File: src/rtl/if_fetch_pkg.sv
// Shared pipeline constants and the fetch FSM state type.
package if_fetch_pkg;

  localparam int unsigned DEF_WORD_W   = 32;
  localparam int unsigned IFID_PC_W    = DEF_WORD_W;
  localparam int unsigned IFID_INSN_W  = DEF_WORD_W;
  localparam int unsigned PC_INC       = 4;
  localparam logic [IFID_INSN_W-1:0] DEF_NOP_INSN = 32'h0000_0013;

  typedef enum logic [1:0] {
    ST_REQ  = 2'd0,
    ST_WAIT = 2'd1,
    ST_HOLD = 2'd2,
    ST_DROP = 2'd3
  } fetch_state_e;

endpackage

File: src/rtl/if_fetch_if.sv
// Instruction-memory request/response bus between the fetch stage and imem.
interface if_fetch_if
  import if_fetch_pkg::*;
#(
  parameter int unsigned W = IFID_PC_W
);

  logic         imem_req_valid;
  logic         imem_req_ready;
  logic [W-1:0] imem_addr;
  logic         imem_rsp_valid;
  logic [W-1:0] imem_rsp_data;

  modport master (
    output imem_req_valid,
    output imem_addr,
    input  imem_req_ready,
    input  imem_rsp_valid,
    input  imem_rsp_data
  );

  modport slave (
    input  imem_req_valid,
    input  imem_addr,
    output imem_req_ready,
    output imem_rsp_valid,
    output imem_rsp_data
  );

endinterface

File: src/rtl/if_fetch.sv
// Instruction fetch stage: one outstanding imem request, hazard hold buffer,
// redirect flush with late-response drop, registered IF/ID outputs.
module if_fetch
  import if_fetch_pkg::*;
#(
  parameter int unsigned              WORD_BITWIDTH = DEF_WORD_W,
  parameter logic [WORD_BITWIDTH-1:0] RESET_PC      = '0,
  parameter logic [WORD_BITWIDTH-1:0] NOP_INSN      = WORD_BITWIDTH'(DEF_NOP_INSN)
) (
  input  logic                     clk,
  input  logic                     rst,
  if_fetch_if.master               imem,
  input  logic                     hz_write,
  input  logic                     redirect,
  input  logic [WORD_BITWIDTH-1:0] redirect_pc,
  output logic [WORD_BITWIDTH-1:0] pc,
  output logic [WORD_BITWIDTH-1:0] instruction,
  output logic                     fetch_valid
);

  localparam logic [WORD_BITWIDTH-1:0] ALIGN_MASK = ~WORD_BITWIDTH'(3);

  fetch_state_e             state_q, state_d;
  logic [WORD_BITWIDTH-1:0] fetch_pc_q, fetch_pc_d;
  logic [WORD_BITWIDTH-1:0] pc_q, pc_d;
  logic [WORD_BITWIDTH-1:0] insn_q, insn_d;
  logic                     valid_q, valid_d;
  logic [WORD_BITWIDTH-1:0] hold_q, hold_d;
  logic                     req_valid_q;
  logic                     accepted;

  assign accepted = imem.imem_req_valid && imem.imem_req_ready;

  // Next-state and IF/ID output logic; redirect overrides everything.
  always_comb begin
    state_d    = state_q;
    fetch_pc_d = fetch_pc_q;
    pc_d       = pc_q;
    insn_d     = insn_q;
    valid_d    = valid_q;
    hold_d     = hold_q;

    if (redirect) begin
      fetch_pc_d = redirect_pc & ALIGN_MASK;
      insn_d     = NOP_INSN;
      valid_d    = 1'b0;
      case (state_q)
        ST_REQ:  state_d = accepted ? ST_DROP : ST_REQ;
        ST_WAIT: state_d = imem.imem_rsp_valid ? ST_REQ : ST_DROP;
        ST_HOLD: state_d = ST_REQ;
        ST_DROP: state_d = imem.imem_rsp_valid ? ST_REQ : ST_DROP;
        default: state_d = ST_REQ;
      endcase
    end else begin
      // Bubble unless a delivery below overrides it; hz_write freezes outputs.
      if (!hz_write) begin
        insn_d  = NOP_INSN;
        valid_d = 1'b0;
      end
      case (state_q)
        ST_REQ: begin
          if (accepted) state_d = ST_WAIT;
        end
        ST_WAIT: begin
          if (imem.imem_rsp_valid) begin
            if (hz_write) begin
              hold_d  = imem.imem_rsp_data;
              state_d = ST_HOLD;
            end else begin
              pc_d       = fetch_pc_q;
              insn_d     = imem.imem_rsp_data;
              valid_d    = 1'b1;
              fetch_pc_d = fetch_pc_q + WORD_BITWIDTH'(PC_INC);
              state_d    = ST_REQ;
            end
          end
        end
        ST_HOLD: begin
          if (!hz_write) begin
            pc_d       = fetch_pc_q;
            insn_d     = hold_q;
            valid_d    = 1'b1;
            fetch_pc_d = fetch_pc_q + WORD_BITWIDTH'(PC_INC);
            state_d    = ST_REQ;
          end
        end
        ST_DROP: begin
          if (imem.imem_rsp_valid) state_d = ST_REQ;
        end
        default: state_d = ST_REQ;
      endcase
    end
  end

  always_ff @(posedge clk or negedge rst) begin
    if (!rst) begin
      state_q     <= ST_REQ;
      fetch_pc_q  <= RESET_PC;
      pc_q        <= '0;
      insn_q      <= NOP_INSN;
      valid_q     <= 1'b0;
      hold_q      <= '0;
      req_valid_q <= 1'b1;
    end else begin
      state_q     <= state_d;
      fetch_pc_q  <= fetch_pc_d;
      pc_q        <= pc_d;
      insn_q      <= insn_d;
      valid_q     <= valid_d;
      hold_q      <= hold_d;
      req_valid_q <= (state_d == ST_REQ);
    end
  end

  assign imem.imem_req_valid = req_valid_q;
  assign imem.imem_addr      = fetch_pc_q;
  assign pc                  = pc_q;
  assign instruction         = insn_q;
  assign fetch_valid         = valid_q;

endmodule

File: src/flat_wrapper.sv
// flat-port wrapper written by rule: the top's interface ports become plain ports
module if_fetch_flat import if_fetch_pkg::*;
#(
  parameter int unsigned              WORD_BITWIDTH = DEF_WORD_W,
  parameter logic [WORD_BITWIDTH-1:0] RESET_PC      = '0,
  parameter logic [WORD_BITWIDTH-1:0] NOP_INSN      = WORD_BITWIDTH'(DEF_NOP_INSN)
)
  (clk, rst, hz_write, redirect, redirect_pc, pc, instruction, fetch_valid, imem_imem_req_valid, imem_imem_addr, imem_imem_req_ready, imem_imem_rsp_valid, imem_imem_rsp_data);
  if_fetch_if #(.W(32)) imem_i ();
  input  logic clk;
  input  logic rst;
  input  logic hz_write;
  input  logic redirect;
  input  logic [WORD_BITWIDTH-1:0] redirect_pc;
  output logic [WORD_BITWIDTH-1:0] pc;
  output logic [WORD_BITWIDTH-1:0] instruction;
  output logic fetch_valid;
  output wire logic [$bits(imem_i.imem_req_valid)-1:0] imem_imem_req_valid;
  output wire logic [$bits(imem_i.imem_addr)-1:0] imem_imem_addr;
  input wire logic [$bits(imem_i.imem_req_ready)-1:0] imem_imem_req_ready;
  input wire logic [$bits(imem_i.imem_rsp_valid)-1:0] imem_imem_rsp_valid;
  input wire logic [$bits(imem_i.imem_rsp_data)-1:0] imem_imem_rsp_data;
  assign imem_imem_req_valid = imem_i.imem_req_valid;
  assign imem_imem_addr = imem_i.imem_addr;
  assign imem_i.imem_req_ready = imem_imem_req_ready;
  assign imem_i.imem_rsp_valid = imem_imem_rsp_valid;
  assign imem_i.imem_rsp_data = imem_imem_rsp_data;
  if_fetch #(.WORD_BITWIDTH(WORD_BITWIDTH), .RESET_PC(RESET_PC), .NOP_INSN(NOP_INSN)) u_core (.clk(clk), .rst(rst), .imem(imem_i), .hz_write(hz_write), .redirect(redirect), .redirect_pc(redirect_pc), .pc(pc), .instruction(instruction), .fetch_valid(fetch_valid));
endmodule
File: config.mk
export PLATFORM = sky130hd
export DESIGN_NAME = if_fetch_flat
export DESIGN_NICKNAME = d
export VERILOG_FILES = /design/src/rtl/if_fetch_pkg.sv /design/src/rtl/if_fetch_if.sv /design/src/rtl/if_fetch.sv /design/src/flat_wrapper.sv
export SDC_FILE = /design/constraint.sdc
export NUM_CORES = 1
export LEC_CHECK = 0
export ABC_AREA = 0
export CAP_MARGIN = 15
export CORE_MARGIN = 10
export CORE_UTILIZATION = 45
export CTS_CLUSTER_DIAMETER = 50
export DETAILED_ROUTE_END_ITERATION = 16
export PLACE_DENSITY = 0.74
export SLEW_MARGIN = 5
export SYNTH_ARGS = -nofsm -noshare
export SYNTH_HDL_FRONTEND = slang
export SYNTH_SLANG_ARGS = --single-unit
export TNS_END_PERCENT = 20
File: constraint.sdc
create_clock -name clk -period 3.25 [get_ports clk]
set_input_delay 0.975 -clock clk [delete_from_list [all_inputs] [get_ports clk]]
set_output_delay 0.975 -clock clk [all_outputs]
set_load 0.01 [all_outputs]
==> summary.txt <==
CTS
  • Post-cts repair resize count: 0
  • Sink count of the clock tree: 128
  • Clock insertion delay at the later pin of the skew report: 0.42 ns
  • CTS tree: done
  • Level count of the clock H-tree: 4
  • Total setup buffers inserted after CTS: 0
  • Maximum clock path buffer count: 2
  • Number of buffers inserted during clock tree synthesis: 17
  • Clock transition at the registers of the reported paths: 0.05 ns
  • # hold bufs at CTS: 0
  • CTS root buffer: clkbuf_16

Timing
  • Setup repair after global routing missed its margin: no
  • Sum of negative setup slack: 0 ns
  • Max-slew violations: 0
  • Shortest clock period the worst path allows after layout: 2.840 ns
  • Relative slew slack: 0.5180
  • Final clock skew: 0.005734 ns
  • Fin. Hold Viols: 0
  • Setup violators final: 0
  • Final worst setup slack: 0.4098 ns
  • Worst hold slack across all endpoints: 0.4937 ns
  • Fraction of the cycle the final worst path needs: 0.8739
  • Actual slew at the worst max-slew pin: 0.7230 ns
  • Top achievable clock speed: 352.1 MHz

Synth
  • Number of synthesized register bits: 128
  • Main synth FF type: dfrtp_1
  • Share of the synthesized area in the top cell type: 0.4770
  • Async set or reset register ratio after synthesis: 1.000
  • YS warnings: 0
  • EDFF count, synth: 0
  • Post-synth top area cell: dfrtp_1
  • Average cell area after synthesis: 10.01 um^2
  • Synthesized cell area: 0.006505 mm^2
  • Top post-synthesis cells by area: dfrtp_1, mux2_2, nand2_1, a21boi_0, nand3b_1
  • Instance count of the mapped netlist: 650
  • Seq/Total Area, Yosys: 0.4932
  • Number of unique standard cell types used by synthesis: 43

Setup path
  • Worst path required time: 3.58 ns
  • Crit-path max cell delay: 0.57 ns
  • Category of the critical setup timing path: in2reg
  • Slowest stage cell on the critical path: or4_1
  • Critical path endpoint category: flop
  • CP Data Arrival Time: 3.17 ns
  • Critical Path Fanout Max: 23
  • CP cell instances: clkdlybuf4s50_1, mux2i_1, or4_1, buf_4, or4_1, a31oi_1
  • Crit path max-delay family: simple AND/OR/NAND/NOR gates
  • Crit start category: input pin
  • Critical path buffers and inverters: 2
  • Worst path most repeated cell: or4_1

Routing
  • Routed vias: 5636
  • Routed Antenna Nets: 0
  • Residual DRC: 0
  • Length of the first detailed-routing pass in iterations: 4
  • WL per Instance: 19.35 um
  • Overall routed net length: 19100 um
  • Detail-routed via count per cell: 5.710
  • 1st-iter DRT viols: 341

GRT
  • All-Layer GR Usage: 0.1950
  • Maximum number of pins on one net before global-route repair: 71
  • Initial antenna violation count: 0
  • Global-route wire length before repair: 31340 um
  • Total overflow reported by the global router: 0
  • Number of global-route vias before repair: 6054

Die
  • Std-Cell Core Area: 0.01404 mm^2
  • I/O pin total: 168
  • Starting density of the core: 0.4632
  • Horizontal die dimension: 140.2 um
  • Die area: 0.01966 mm^2
  • Std-Cell Rows: 43
  • Die Y-Extent: 140.2 um

Finish
  • Proportion of layout cells with a drive suffix above 1: 0.1462
  • Filler instances: 1106
  • Layout-stage area growth over the synthesis result: 35.89%
  • Sequential standard cell area: 0.003208 mm^2
  • Net total in the final layout: 871
  • Post-route standard cell area excluding fillers: 0.008840 mm^2
  • Number of diodes: 0
  • Area of the multi-input gates: 0.003070 mm^2

Power and ir drop
  • Leak Pwr: 3.438 nW
  • Design Power: 0.006332 W
  • Highest ir drop seen on vdd: 451.7 uV
  • Power Density: 716.3 mW/mm^2

Placed design
  • Final GP Congestion: 0.7893
  • Placed cell areas: 0.008307 mm^2
  • Placed wire-length estimate after detailed placement: 12800 um
  • Number of port buffers: 161
  • Post-placement worst setup slack: -0.002950 ns

Flow run
  • Max capacitance violation total: 0

Status
  • Result of the run: complete, no violations

Worst hold path
  • Class of the tightest hold or removal check: reg2reg
## power breakdown
part / internal [W] / total (W) / switching, W
Clock: 0.00106 / 0.00173 / 0.000675
Combinational: 0.00119 / 0.00221 / 0.00103
Sequential: 0.00209 / 0.00239 / 0.000294
## final cells by class
type | instances | share of cell area
sequential | 128 | 0.3629
multi-input combinational | 464 | 0.3473
timing repair buffer | 178 | 0.2010
clock buffer | 23 | 0.05633
tap | 180 | 0.02548
clock inverter | 7 | 0.003963
inverter | 7 | 0.002972
## worst register-to-register path: stages, from the launching register on
cell and delay (ns):
dfrtp_1 0.40, inv_1 0.12, ha_1 0.34, mux2i_1 0.21, or4_1 0.57, buf_4 0.23, or4_1 0.49, a31oi_1 0.21
## registers in the layout, indices dropped and copies added, names as in the netlist
name                        cells
u_core.hold_q                  32
u_core.instruction             32
u_core.imem.imem_addr          30
u_core.pc                      30
u_core.state_q                  2
u_core.fetch_valid              1
u_core.imem.imem_req_valid      1
## worst paths after layout
kind,cells past startpoint,slack [ns],from,endpoint
worst min-delay path,1,0.49,u_core.hold_q[7],u_core.hold_q[7]
min in group asynchronous,1,0.60,rst,u_core.instruction[11]
worst min register to register,1,0.49,u_core.hold_q[7],u_core.hold_q[7]
worst max-delay path,6,0.41,imem_imem_rsp_valid,u_core.imem.imem_addr[27]
worst max register to register,7,0.59,u_core.state_q[0],u_core.imem.imem_addr[27]
max in group asynchronous,2,1.94,rst,u_core.imem.imem_req_valid
## cells in the mapped netlist, types with 2 or more instances
library cell  count
dfrtp_1         124
nand2_1          80
mux2_2           63
o21ai_0          42
clkbuf_1         41
a21oi_1          32
a21boi_0         31
and2_1           31
nand3b_1         30
nor2_1           25
a31oi_1          20
or4_1            20
o31ai_1          17
nand3_1          11
xnor2_1           7
buf_1             6
inv_1             6
and3_1            5
ha_1              5
buf_4             4
dfstp_2           4
nand2b_1          4
nand4_1           4
o31a_1            4
a22oi_1           3
and4_1            3
buf_2             3
nor2b_1           3
mux2i_1           2
nand4b_1          2
nor3_1            2
nor4_1            2
nor4b_1           2
o211ai_1          2
or3_1             2
## stage by stage
| step | util | instances |
|---|---|---|
| 6_report | 0.6295 | 987 |
| 3_5_place_dp | 0.5916 | 957 |
| 3_3_place_gp | 0.5916 | 957 |
| 5_1_grt | 0.6295 | 987 |
| 2_1_floorplan | - | 653 |
| 4_1_cts | 0.6295 | 987 |
## per-layer routing
layer / up-vias / track usage / wire length [um]
met1: 2822 / 0.2257 / 7698
met5: - / 0 / 0
li1: 2603 / - / -
met2: 190 / 0.3153 / 9338
met3: 21 / 0.08181 / 1842
met4: 0 / 0.07174 / 221
## layout by cell type, fill, tap and decap left out, types with 2 or more instances in the layout
| cell type | n |
|---|---|
| mux2i_1 | 2 |
| and4_1 | 3 |
| nand2b_1 | 4 |
| o21ai_0 | 42 |
| a31oi_1 | 20 |
| buf_12 | 4 |
| dfstp_2 | 4 |
| and2_1 | 31 |
| clkbuf_8 | 5 |
| nand4_1 | 4 |
| a22oi_1 | 3 |
| and3_1 | 5 |
| clkbuf_16 | 17 |
| buf_4 | 14 |
| nor3_1 | 2 |
| nor4_1 | 2 |
| nand3_1 | 11 |
| or3_1 | 2 |
| nand2_1 | 80 |
| o211ai_1 | 2 |
| nor2_1 | 25 |
| nor2b_1 | 3 |
| buf_2 | 2 |
| or4_1 | 20 |
| conb_1 | 4 |
| xnor2_1 | 7 |
| o31a_1 | 4 |
| dfrtp_1 | 124 |
| mux2_2 | 63 |
| clkinv_2 | 7 |
| o31ai_1 | 17 |
| a21oi_1 | 32 |
| a21boi_0 | 30 |
| nand3b_1 | 30 |
| clkdlybuf4s50_1 | 158 |
| inv_1 | 6 |
| nand4b_1 | 2 |
| ha_1 | 5 |
## cells by family (layout without fill, tap and decap cells)
| logic type | after synthesis | after routing | synth area share |
|---|---|---|---|
| muxes | 65 | 65 | 0.1121 |
| and+or+nand+nor | 227 | 227 | 0.1879 |
| other | 1 | 4 | 0.0005765 |
| DFF | 128 | 128 | 0.4932 |
| AOI/OAI and AO/OA | 156 | 156 | 0.1491 |
| adders and majority gates | 5 | 5 | 0.009617 |
| buffers and inverters | 61 | 215 | 0.03808 |
| xor gates and xnor gates | 7 | 7 | 0.009425 |
Power figures use the tool's default switching activity.
